$ cat config.mk
export PLATFORM = sky130hd
export DESIGN_NAME = hls_op_sequencer
export DESIGN_NICKNAME = d
export VERILOG_FILES = /design/src/rtl/seq_pkg.sv /design/src/rtl/seq_watchdog.sv /design/src/rtl/hls_op_sequencer.sv
export SDC_FILE = /design/constraint.sdc
export NUM_CORES = 1
export LEC_CHECK = 0
export CAP_MARGIN = 25
export CORE_ASPECT_RATIO = 0.9
export CORE_MARGIN = 2
export CORE_UTILIZATION = 49
export DETAILED_ROUTE_END_ITERATION = 16
export DONT_BUFFER_PORTS = 1
export PLACE_DENSITY = 0.63
export SLEW_MARGIN = 20
export SYNTH_ARGS = -nofsm -noshare
export SYNTH_HDL_FRONTEND = slang
export SYNTH_HIERARCHICAL = 1
export SYNTH_SLANG_ARGS = --single-unit
$ cat constraint.sdc
create_clock -name clk -period 4.45 [get_ports clk]
set_clock_uncertainty 0.05 [all_clocks]
set_input_delay 0.89 -clock clk [delete_from_list [all_inputs] [get_ports clk]]
set_output_delay 0.89 -clock clk [all_outputs]
set_load 0.03 [all_outputs]
$ cat src/rtl/seq_pkg.sv
`default_nettype none
// +------------------------------------------------------------------+
// | Module  : seq_pkg                                                |
// | Purpose : Shared types, op codes and helpers for the HLS op       |
// |           sequencer.                                             |
// | Rev     : 1.0  initial release                                   |
// +------------------------------------------------------------------+
package seq_pkg;

    typedef enum logic [2:0] {
        IDLE      = 3'd0,
        WAIT_IDLE = 3'd1,
        START     = 3'd2,
        RUN       = 3'd3,
        SEND      = 3'd4,
        WAIT_TX   = 3'd5
    } state_t;

    localparam int unsigned OP_READ_A = 1;
    localparam int unsigned OP_READ_B = 2;
    localparam int unsigned OP_SUM    = 3;
    localparam int unsigned OP_AVG    = 4;
    localparam int unsigned OP_MAN    = 5;
    localparam int unsigned OP_EUC    = 6;

    // Ops that need the vector core (sum/avg/man/euc).
    function automatic logic is_compute_op(input logic [31:0] op);
        return (op >= OP_SUM) && (op <= OP_EUC);
    endfunction

    // Ops answered directly from the sequencer without touching the core.
    function automatic logic is_read_op(input logic [31:0] op);
        return (op == OP_READ_A) || (op == OP_READ_B);
    endfunction

endpackage
`default_nettype wire

$ cat src/rtl/seq_watchdog.sv
`default_nettype none
// +------------------------------------------------------------------+
// | Module  : seq_watchdog                                           |
// | Purpose : Cycle counter that flags a stuck state; restarts on    |
// |           every state change and holds at zero when disabled.    |
// | Rev     : 1.0  initial release                                   |
// +------------------------------------------------------------------+
module seq_watchdog #(
    parameter int TIMEOUT_CYC = 65536
) (
    input  logic clk,
    input  logic rst,
    input  logic clear_i,
    input  logic enable_i,
    output logic expired_o
);
    localparam int CNT_W = (TIMEOUT_CYC > 2) ? $clog2(TIMEOUT_CYC) : 1;
    localparam logic [CNT_W-1:0] C_LAST = CNT_W'(TIMEOUT_CYC - 1);

    logic [CNT_W-1:0] cnt_q;

    // Count cycles spent in a watched state; saturate at the last value.
    always_ff @(posedge clk or posedge rst) begin
        if (rst) begin
            cnt_q <= '0;
        end else if (clear_i || !enable_i) begin
            cnt_q <= '0;
        end else if (cnt_q != C_LAST) begin
            cnt_q <= cnt_q + CNT_W'(1);
        end
    end

    assign expired_o = enable_i && (cnt_q == C_LAST);

endmodule
`default_nettype wire

$ cat src/rtl/hls_op_sequencer.sv
`default_nettype none
// +------------------------------------------------------------------+
// | Module  : hls_op_sequencer                                       |
// | Purpose : Sequences the HLS vector core (ap_ctrl_hs) between the |
// |           command decoder and UART TX, with a one-deep command   |
// |           slot, result capture and watchdog recovery.            |
// | Rev     : 1.0  initial release                                   |
// +------------------------------------------------------------------+
module hls_op_sequencer
    import seq_pkg::*;
#(
    parameter int RES_W       = 32,
    parameter int OP_W        = 3,
    parameter int TIMEOUT_CYC = 65536
) (
    input  logic             clk,
    input  logic             rst,
    input  logic             cmd_valid,
    input  logic [OP_W-1:0]  cmd_op,
    input  logic             vec_a_loaded,
    input  logic             vec_b_loaded,
    output logic             ap_start,
    input  logic             ap_ready,
    input  logic             ap_idle,
    input  logic             ap_done,
    input  logic             res_vld,
    input  logic [RES_W-1:0] res_data,
    output logic             tx_start,
    output logic [OP_W-1:0]  tx_op,
    output logic [RES_W-1:0] tx_data,
    input  logic             tx_done,
    output logic             busy,
    output logic             err_timeout,
    output logic             err_noload,
    output logic             err_overrun
);
    state_t             state_q, state_d;
    logic [OP_W-1:0]    cur_op_q, cur_op_d;
    logic               pend_vld_q, pend_vld_d;
    logic [OP_W-1:0]    pend_op_q, pend_op_d;
    logic [RES_W-1:0]   res_q, res_d;
    logic               res_seen_q, res_seen_d;
    logic [RES_W-1:0]   tx_data_q, tx_data_d;
    logic [OP_W-1:0]    tx_op_q, tx_op_d;
    logic               a_ok_q, a_ok_d, b_ok_q, b_ok_d;
    logic               err_to_q, err_to_d;
    logic               err_nl_q, err_nl_d;
    logic               err_ov_q, err_ov_d;

    logic               w_cmd_ok;
    logic               w_disp;
    logic [OP_W-1:0]    w_disp_op;
    logic               w_wd_en;
    logic               w_wd_clr;
    logic               w_wd_exp;

    // Commands with op 0/7 are silently ignored at intake.
    assign w_cmd_ok = cmd_valid &&
                      (is_read_op(32'(cmd_op)) || is_compute_op(32'(cmd_op)));

    assign w_wd_en  = (state_q == START) || (state_q == RUN) || (state_q == WAIT_TX);
    assign w_wd_clr = (state_d != state_q);

    seq_watchdog #(
        .TIMEOUT_CYC (TIMEOUT_CYC)
    ) u_watchdog (
        .clk       (clk),
        .rst       (rst),
        .clear_i   (w_wd_clr),
        .enable_i  (w_wd_en),
        .expired_o (w_wd_exp)
    );

    // State and datapath registers.
    always_ff @(posedge clk or posedge rst) begin
        if (rst) begin
            state_q    <= IDLE;
            cur_op_q   <= '0;
            pend_vld_q <= 1'b0;
            pend_op_q  <= '0;
            res_q      <= '0;
            res_seen_q <= 1'b0;
            tx_data_q  <= '0;
            tx_op_q    <= '0;
            a_ok_q     <= 1'b0;
            b_ok_q     <= 1'b0;
            err_to_q   <= 1'b0;
            err_nl_q   <= 1'b0;
            err_ov_q   <= 1'b0;
        end else begin
            state_q    <= state_d;
            cur_op_q   <= cur_op_d;
            pend_vld_q <= pend_vld_d;
            pend_op_q  <= pend_op_d;
            res_q      <= res_d;
            res_seen_q <= res_seen_d;
            tx_data_q  <= tx_data_d;
            tx_op_q    <= tx_op_d;
            a_ok_q     <= a_ok_d;
            b_ok_q     <= b_ok_d;
            err_to_q   <= err_to_d;
            err_nl_q   <= err_nl_d;
            err_ov_q   <= err_ov_d;
        end
    end

    // Next-state: command intake, dispatch, core handshake and TX handoff.
    always_comb begin
        state_d    = state_q;
        cur_op_d   = cur_op_q;
        pend_vld_d = pend_vld_q;
        pend_op_d  = pend_op_q;
        res_d      = res_q;
        res_seen_d = res_seen_q;
        tx_data_d  = tx_data_q;
        tx_op_d    = tx_op_q;
        a_ok_d     = a_ok_q | vec_a_loaded;
        b_ok_d     = b_ok_q | vec_b_loaded;
        err_to_d   = err_to_q;
        err_nl_d   = err_nl_q;
        err_ov_d   = err_ov_q;
        w_disp     = 1'b0;
        w_disp_op  = cmd_op;

        if (state_q == IDLE) begin
            // Slot head has priority; a new command refills the freed slot.
            if (pend_vld_q) begin
                w_disp     = 1'b1;
                w_disp_op  = pend_op_q;
                pend_vld_d = w_cmd_ok;
                if (w_cmd_ok) begin
                    pend_op_d = cmd_op;
                end
            end else if (w_cmd_ok) begin
                w_disp    = 1'b1;
                w_disp_op = cmd_op;
            end
        end else if (w_cmd_ok) begin
            if (pend_vld_q) begin
                err_ov_d = 1'b1;
            end else begin
                pend_vld_d = 1'b1;
                pend_op_d  = cmd_op;
            end
        end

        case (state_q)
            IDLE: begin
                if (w_disp) begin
                    if (is_read_op(32'(w_disp_op))) begin
                        cur_op_d  = w_disp_op;
                        tx_op_d   = w_disp_op;
                        tx_data_d = '0;
                        state_d   = SEND;
                    end else if (!(a_ok_q && b_ok_q)) begin
                        err_nl_d = 1'b1;
                    end else begin
                        cur_op_d = w_disp_op;
                        state_d  = ap_idle ? START : WAIT_IDLE;
                    end
                end
            end
            WAIT_IDLE: begin
                if (ap_idle) begin
                    state_d = START;
                end
            end
            START: begin
                if (ap_ready) begin
                    res_seen_d = 1'b0;
                    state_d    = RUN;
                end else if (w_wd_exp) begin
                    err_to_d = 1'b1;
                    state_d  = IDLE;
                end
            end
            RUN: begin
                if (res_vld && !res_seen_q) begin
                    res_d      = res_data;
                    res_seen_d = 1'b1;
                end
                if (ap_done) begin
                    // Send the first result of the run, or 0 if the core gave none.
                    if (res_seen_q) begin
                        tx_data_d = res_q;
                    end else if (res_vld) begin
                        tx_data_d = res_data;
                    end else begin
                        tx_data_d = '0;
                    end
                    tx_op_d = cur_op_q;
                    state_d = SEND;
                end else if (w_wd_exp) begin
                    err_to_d = 1'b1;
                    state_d  = IDLE;
                end
            end
            SEND: begin
                state_d = WAIT_TX;
            end
            WAIT_TX: begin
                if (tx_done) begin
                    state_d = IDLE;
                end else if (w_wd_exp) begin
                    err_to_d = 1'b1;
                    state_d  = IDLE;
                end
            end
            default: begin
                state_d = IDLE;
            end
        endcase
    end

    // Outputs decoded from registered state so reset clears them at once.
    always_comb begin
        ap_start    = (state_q == START);
        tx_start    = (state_q == SEND);
        tx_op       = tx_op_q;
        tx_data     = tx_data_q;
        busy        = (state_q != IDLE) || pend_vld_q;
        err_timeout = err_to_q;
        err_noload  = err_nl_q;
        err_overrun = err_ov_q;
    end

endmodule
`default_nettype wire

==> key figures, run 1 <==
Pwr
  • Clock power frac: 22.7%
  • Combinational power share: 28.8%
  • Leakage: 2.26 nW
  • Overall Power: roughly 3.2 mW
  • Switch Pwr: 1.14 mW
  • Internal Dissipation: 2.05 mW
  • Register share of total power: 48.5%
  • P per Cell Area: 604 nW/um^2
  • VDD IR max: 0.344 mV
  • Sw frac: between 30% and 40%

Timing
  • Final hold vios: 0
  • Least-Margin Pin Slew: 0.707 ns
  • RSZ-0062 raised after global routing: false
  • Relative max-transition margin: ~53%
  • Setup violators final: 0
  • Worst hold slack: between 0.2 and 0.3 ns
  • Final worst setup slack: 0.808 ns
  • Min cycle time layout: 3.64 ns
  • Post-route clock period utilization: 81.8%
  • Final Max Tran Viols: 0
  • Max Freq: 275 MHz
  • Setup TNS Final: 0 ns

Placement
  • Dpl cell area: roughly 5000 sq um
  • Dpl ws: 0.833 ns
  • Port buffer count: 0
  • DPL Wire Length: 6.20 mm
  • RePlAce Congestion: 0.852
  • Placed instance count: 508

Detailed routing
  • Post-DR vias/cell: 5.92
  • DR iter-0 viols: 178
  • Vias: just over 3000
  • Wirelength, routed: 9.31 mm
  • Wire per inst: 17.7 um
  • ANT nets after route: 0
  • DR pass1 iterations: 4
  • DRC: 0

Clocking
  • TritonCTS clock tree: done
  • CTS buffer count: 9
  • Clock latency on the worst-skew pair: 0.34 ns
  • CTS sink count: 99
  • Post-CTS sizing: 0
  • Clock slew seen by the registers of the worst setup and hold paths: 0.07 ns
  • Clock Path Buffers: 2
  • H-tree levels: 3
  • Cts-stage hold buffer count: 0
  • Root Buffer: clkbuf_16
  • Setup Buffers After CTS: 0

Synth
  • Share of the synthesized area in the top cell type: between 40% and 50%
  • Most used DFF post-synth: dfrtp_1
  • Mean Syn Cell Area: 12.4 sq um
  • Post-Syn Instances: 402
  • Post-synthesis cell type count: 61
  • EDFF count, synth: 0
  • Top-count cell post-synth: dfrtp_1
  • Asr flop ratio synth: 100%
  • Post-synthesis cell area: 4970 sq um
  • Most instantiated cells after synthesis: dfrtp_1 (99), mux2_2 (40), a22o_1 (32)
  • Synth area leaders: dfrtp_1 (50%), mux2_2 (9.1%), mux2_4 (9.1%)
  • Syn Nets: 448
  • Ys Warns: 6
  • Register area share after synthesis: 49.9%
  • Yosys reg bits: just under 100
  • Yosys top cell by area: dfrtp_1

Die
  • Total core area: 9780 sq um
  • Die width: between 100 and 150 um
  • # IOs: 86
  • Row Count: 34
  • Die Area: between 10000 and 15000 sq um
  • Die Y-Extent: 99.5 um
  • Initial Util: 50.8%

Run status
  • Status: completed

Finish
  • Multi-input logic area: around 2300 sq um
  • Number of diodes: 0
  • Register Area: between 2000 and 2500 sq um
  • Core Util, Final: 53.9%
  • Fillers: 873
  • Share of layout cells above drive strength 1: 26.6%
  • Fin cells: approximately 530
  • Synth-to-layout area growth: 6.25%
  • Layout Nets: 440
  • Design area: roughly 5300 sq um

Worst setup path
  • Setup crit start kind: register
  • CP delay by family, top: simple AND/OR/NAND/NOR gates
  • CP endpoint kind: register
  • Most frequent CP cell: nand2b_1
  • Crit path kind: reg -> reg
  • Worst Setup SP: state_q[2]
  • Largest stage delay, worst path: 0.58 ns
  • CP Data Arrival Time: slightly below 4 ns
  • Crit-path cells: nand2b_1, nand2_1, and3_1, or3b_2, a21oi_1, a41oi_1, o21ai_0, or3b_1, nand2b_1, or4_1, o21ai_1
  • Worst reg2reg startpoint: state_q[2]
  • Worst Path Max Fanout: 14
  • CP bufs+invs: 0
  • CP required: 4.66 ns
  • CP max stage cell: or4_1

Global route
  • GRT Overall Usage: between 10% and 20%
  • First-pass GRT wire length: ~15 mm
  • Number of global-route vias before repair: 3175
  • Initial antenna violation count: 0
  • GR Overflow Total: 0
  • Largest net degree at the start of global routing: 65

Worst hold path
  • Hold/Removal Path Class: in -> async

Run
  • Max-cap violations: 0
## routing by layer
| layer | share of wire [%] | up-vias | global-route usage, % |
|---|---|---|---|
| li1 | - | 1487 | - |
| met2 | 50 | 66 | 29.0 |
| met5 | 0 | - | 0 |
| met1 | 43 | 1547 | 22.9 |
| met3 | 6.5 | 6 | 6.49 |
| met4 | 0.63 | 0 | 4.33 |
## power groups by stage
stage | combinational (mW) | clock (mW) | sequential (mW)
after floorplan | 0.916 | 0 | 1.47
after detailed placement | 0.926 | 0 | 1.56
after global routing | 1.01 | 0.793 | 1.59
after global placement | 0.908 | 0 | 1.55
final | 0.919 | 0.723 | 1.54
after CTS | 0.930 | 0.750 | 1.55
## final timing paths
kind	cells past startpoint	slack, ns	to
max	11	0.81	u_watchdog/cnt_q[6]
min reg2reg	1	0.43	b_ok_q
max reg2reg	11	0.81	u_watchdog/cnt_q[6]
min	1	0.30	err_timeout
max in group asynchronous	3	3.12	pend_op_q[2]
min in group clk	1	0.43	b_ok_q
## sequential cells by signal, indices dropped and copies added (netlist names)
signal,cells
a_ok_q,1
b_ok_q,1
cur_op_q,3
err_noload,1
err_overrun,1
err_timeout,1
pend_op_q,3
pend_vld_q,1
res_q,32
res_seen_q,1
state_q,3
tx_data,32
tx_op,3
u_watchdog/cnt_q,16
## cells in the final DEF, fill, tap and decap left out, drive strengths merged, types with 3 or more instances in the layout
cell    synthesis  layout
dfrtp          99      99
nand4           5       5
nor3            9       9
nor2           17      17
mux2           70      70
and2            3       3
a21oi          18      18
and3            5       5
mux2i           6       6
nor2b           4       4
a22o           32      32
clkbuf         10      11
a31oi           3       3
or4             4       4
inv             4       4
buf            13       5
clkinv          0       5
o31ai           7       7
nand2b          3       3
nand2          17      17
nand3          12      12
o21ai          19      19
or3             7       7
## logic make-up after synthesis
| logic type | share of synthesized area [%] |
|---|---|
| flops | 49.9 |
| fa+ha+maj | 0.453 |
| xor+xnor | 0.529 |
| buf+inv | 3.98 |
| simple gates | 12.0 |
| mux | 19.3 |
| compound gates | 13.8 |
## layout make-up
cell class              count  share of cell area [%]
flip-flops and latches     99                    47.0
clock buffers              11                    4.60
inverters                   4                   0.308
repair buffers              5                   0.949
clock inverters             5                   0.688
multi-input cells         275                    43.5
well taps                 126                    2.99
(Power assumes the default switching activity.)
==> run 2: changes to the inputs <==
Settings changed: PLACE_DENSITY 0.63 to 0.65.
Clock period 4.45 ns to 2.93 ns, I/O delays scaled along.
==> run 2 against run 1 <==
Effect of this change: first-iteration DRC count shrank 18%; register-to-register slack lost 0.69 ns; global-route usage is 0.87 points higher; combinational power grew 74%.
==> key figures, run 2 (synthesized netlist as in run 1, its figures left out) <==
Run status
  • Status: completed

Pwr
  • Leakage: between 2 and 2.5 nW
  • Overall Power: 5.16 mW
  • VDD IR max: 0.606 mV
  • P per Cell Area: about 940 nW/um^2

Worst setup path
  • Worst Path Max Fanout: 13
  • Setup crit start kind: register
  • Crit path kind: reg -> reg
  • CP required: 3.12 ns
  • CP endpoint kind: register
  • CP Data Arrival Time: 3.00 ns
  • Reg2Reg Depth: 12

Clocking
  • TritonCTS clock tree: done
  • Clock Path Buffers: 2
  • Clock latency on the worst-skew pair: 0.34 ns
  • Root Buffer: clkbuf_16
  • CTS sink count: around 100
  • Clock slew seen by the registers of the worst setup and hold paths: 0.07 ns
  • CTS buffer count: 9
  • H-tree levels: 3

Die
  • Total core area: between 9000 and 10000 sq um
  • # IOs: 86
  • Die width: approximately 110 um
  • Initial Util: 50.8%
  • Die Area: 11000 sq um
  • Die Y-Extent: roughly 100 um
  • Row Count: 34

Finish
  • Commonest non-fill, non-tap cells in the layout: dfrtp_1 (99), mux2_2 (40), a22o_1 (32)
  • Number of diodes: 0
  • Share of layout cells above drive strength 1: between 30% and 40%
  • Core Util, Final: 56.3%
  • Layout Nets: ~460
  • Commonest non-fill, non-tap cell in the layout: dfrtp_1
  • Fillers: 810
  • Synth-to-layout area growth: 11.0%

Global route
  • GRT Overall Usage: 18.8%
  • Initial antenna violation count: 0
  • Number of global-route vias before repair: 3323
  • Largest net degree at the start of global routing: 65
  • First-pass GRT wire length: roughly 16 mm
  • GR Overflow Total: 0

Timing
  • Post-route clock period utilization: 95.9%
  • Least-Margin Pin Slew: 0.704 ns
  • Worst hold slack: 0.164 ns
  • Setup violators final: 0
  • Final Max Tran Viols: 0
  • Min cycle time layout: ~2.8 ns
  • Max Freq: 356 MHz
  • Relative max-transition margin: a little over half
  • Final hold vios: 0

Placement
  • Port buffer count: 0
  • RePlAce Congestion: 0.812
  • DPL Wire Length: 6.53 mm

Detailed routing
  • DR iter-0 viols: 146
  • Wirelength, routed: 9.71 mm
  • ANT nets after route: 0
  • Vias: ~3200
  • Post-DR vias/cell: 5.93
  • DRC: 0
  • DR pass1 iterations: 4
  • Wire per inst: 18.0 um

Run
  • Max-cap violations: 0

Worst hold path
  • Hold/Removal Path Class: in -> async
-- run 2: final timing paths --
kind,from,to,slack [ns]
worst max-delay path,u_watchdog/cnt_q[1],u_watchdog/cnt_q[13],0.12
worst min-delay path,rst,res_q[15],0.16
worst max register to register,u_watchdog/cnt_q[1],u_watchdog/cnt_q[13],0.12
worst min register to register,a_ok_q,a_ok_q,0.43
max in group asynchronous,rst,tx_data[26],2.01
min in group clk,vec_a_loaded,a_ok_q,0.30
-- run 2: what timing repair did --
item                                    4_1_cts  5_1_grt
pin swaps                                     0        5
endpoints found under the setup margin        2        3
hold buffers                                  0        0
gates resized for setup                       1        5
setup buffers                                 0        2
-- run 2: report_power, final --
part,internal (mW),leakage (nW),switching [mW]
clock network,0.754,0.150,0.507
registers,1.78,1.28,0.519
logic,0.849,0.964,0.752
-- run 2: cell type report --
| type | count | area (sq um) | area share [%] |
|---|---|---|---|
| clock buffers | 11 | 233 | 4.22 |
| clock inverters | 5 | 85.1 | 1.54 |
| inverters | 4 | 16.3 | 0.295 |
| multi-input cells | 275 | 2360 | 42.8 |
| flip-flops and latches | 99 | 2480 | 45.0 |
| well taps | 126 | 158 | 2.86 |
| repair buffers | 21 | 183 | 3.32 |
-- run 2: worst max-delay path: stages, from the launching register on --
cell      delay [ns]
dfrtp_1         0.38
ha_2            0.20
nand2_2         0.07
nor3_1          0.05
and3_4          0.18
or3b_4          0.39
a21oi_4         0.14
a41oi_1         0.06
o21ai_1         0.13
or3b_4          0.38
nand2b_4        0.14
buf_4           0.18
o41ai_4         0.33
-- run 2: layer usage --
layer	wire length, um	GRT usage, %
met1	4190	23.3
met2	4790	31.0
met3	609	6.09
met4	120	5.96
met5	0	0
-- run 2: per-stage QoR --
stage / area [sq um] / setup TNS, ns / cells / setup slack [ns]
2_1_floorplan: 5030 / 0 / 402 / 0.0136
3_3_place_gp: 5150 / 0 / 523 / 0.0824
3_5_place_dp: 5150 / -0.00545 / 523 / -0.00322
4_1_cts: 5470 / 0 / 539 / 0.0317
5_1_grt: 5510 / -0.00963 / 541 / -0.00963
6_report: 5510 / 0 / 541 / 0.119
==> run 3: changes to the inputs <==
Settings changed: CORE_UTILIZATION 49 to 40, PLACE_DENSITY 0.65 to 0.55.
==> run 3 against run 2 <==
Effect of this change: global-route usage fell by 2.5 points; critical path type unchanged; final cell count rose by 6.8%; hold slack got worse by 0.12 ns; non-clock buffer count rose by 3; wire length rose by 5.6%; register-to-register slack got worse by 0.02 ns; critical endpoint is now u_watchdog/cnt_q[6]; first-iteration DRC count rose by 79%; clock-buffer cell count rose by 1; critical path depth did not move; sequential share of layout area fell by 0.23 points; largest power group unchanged; utilization fell by 10 points; via count rose by 0.19%.
==> key figures, run 3 (synthesized netlist as in run 1, its figures left out) <==
Finish
  • Synth-to-layout area growth: 11.6%
  • Commonest non-fill, non-tap cells in the layout: dfrtp_1 (98), mux2_2 (40), a22o_1 (32)
  • Multi-input logic area: 2360 sq um
  • Fin cells: 578
  • Layout Nets: ~460
  • Number of diodes: 0
  • Fillers: 1146
  • Share of layout cells above drive strength 1: 33.0%
  • Commonest non-fill, non-tap cell in the layout: dfrtp_1
  • Register Area: 2480 sq um

Timing
  • Post-route clock period utilization: 96.7%
  • Final Max Tran Viols: 0
  • Setup TNS Final: 0 ns
  • Setup violators final: 0
  • Relative max-transition margin: 53.2%
  • Final worst setup slack: 0.0968 ns
  • Least-Margin Pin Slew: 0.702 ns
  • Min cycle time layout: 2.83 ns
  • Final hold vios: 0
  • Max Freq: 353 MHz
  • RSZ-0062 raised after global routing: false
  • Worst hold slack: 0.0482 ns

Detailed routing
  • DRC: 0
  • ANT nets after route: 0
  • Post-DR vias/cell: 5.56
  • Wirelength, routed: 10.3 mm
  • Wire per inst: around 18 um
  • DR pass1 iterations: 4
  • DR iter-0 viols: 262
  • Vias: 3214

Placement
  • Placed instance count: 561
  • Port buffer count: 0
  • RePlAce Congestion: 0.829
  • DPL Wire Length: 6.82 mm
  • Dpl ws: -0.0434 ns

Global route
  • Largest net degree at the start of global routing: 65
  • Initial antenna violation count: 0
  • GR Overflow Total: 0
  • First-pass GRT wire length: 16.8 mm
  • Number of global-route vias before repair: 3307
  • GRT Overall Usage: 16.2%

Worst setup path
  • Most frequent CP cell: or3b_4
  • CP endpoint kind: register
  • CP delay by family, top: simple AND/OR/NAND/NOR gates
  • CP max stage cell: or4_4
  • Largest stage delay, worst path: ~0.5 ns
  • WP depth: 12
  • Crit-path cells: ha_2, nand2_2, nor3_2, and3_4, or3b_4, a21oi_4, a41oi_1, o21ai_1, or3b_4, nand2b_4, or4_4, o21ai_2
  • Crit path kind: reg -> reg
  • CP bufs+invs: 0
  • CP required: approximately 3.2 ns
  • Worst Path Max Fanout: 2
  • CP Data Arrival Time: about 3 ns
  • Setup crit start kind: register
  • Reg2Reg Depth: 12

Clocking
  • TritonCTS clock tree: done
  • Clock slew seen by the registers of the worst setup and hold paths: 0.07 ns
  • Cts-stage hold buffer count: 0
  • CTS sink count: 99
  • H-tree levels: 3
  • CTS buffer count: 9
  • Root Buffer: clkbuf_16
  • Clock latency on the worst-skew pair: 0.34 ns
  • Clock Path Buffers: 2

Worst hold path
  • Hold/Removal Path Class: in -> async

Die
  • Die Y-Extent: between 100 and 150 um
  • Die width: ~120 um
  • Initial Util: 41.1%
  • # IOs: 86
  • Row Count: 38
  • Total core area: 12100 sq um
  • Die Area: around 13000 sq um

Pwr
  • Leakage: 2.37 nW
  • VDD IR max: 0.454 mV
  • P per Cell Area: 913 nW/um^2

Run
  • Max-cap violations: 0

Run status
  • Status: completed
run 3: cell types whose count changed in the layout (fill, tap and decap cells not counted), moves of 2 or more:
| cell | delta |
|---|---|
| clkbuf_8 | +2 |
| bufinv_16 | -2 |
| buf_4 | +3 |
| clkinv_2 | +2 |
run 3: path summary, 6_finish.rpt:
path,startpoint,endpoint,slack (ns)
min reg2reg,b_ok_q,b_ok_q,0.43
min in group clk,vec_b_loaded,b_ok_q,0.30
min,rst,res_q[0],0.05
max reg2reg,u_watchdog/cnt_q[1],u_watchdog/cnt_q[6],0.1
max,u_watchdog/cnt_q[1],u_watchdog/cnt_q[6],0.1
max in group asynchronous,rst,res_q[10],2.11
run 3: final cells by class:
class	instances	share of cell area, %
timing repair buffer	24	3.70
inverter	4	0.294
clock buffer	12	4.63
sequential	99	44.7
clock inverter	4	0.452
multi-input combinational	275	42.6
tap	160	3.61
run 3: power by group:
part           switching (mW)  internal, mW
clock network           0.510         0.620
registers               0.517          1.78
logic                   0.779         0.854
total                    1.81          3.25
run 3: per-layer routing:
| layer | GRT usage [%] | routed length, um | up-vias |
|---|---|---|---|
| li1 | - | - | 1517 |
| met2 | 25.7 | 4940 | 67 |
| met3 | 5.19 | 564 | 18 |
| met5 | 0 | 0 | - |
| met4 | 6.65 | 220 | 0 |
| met1 | 20.7 | 4540 | 1612 |
run 3: metrics by stage:
step | util (%) | power [mW] | area, sq um
after detailed placement | 43.2 | 3.94 | 5220
after global placement | 43.2 | 3.88 | 5220
final | 45.9 | 5.06 | 5540
after CTS | 45.6 | 5.09 | 5510
after floorplan | - | 3.70 | 5030
after global routing | 45.9 | 5.37 | 5540
run 3: timing repair:
item / in CTS / in global routing
pin swaps: 0 / 4
gates cloned: 0 / 0
resized for setup: 2 / 7
endpoints found under the setup margin: 2 / 2
setup buffers: 0 / 1
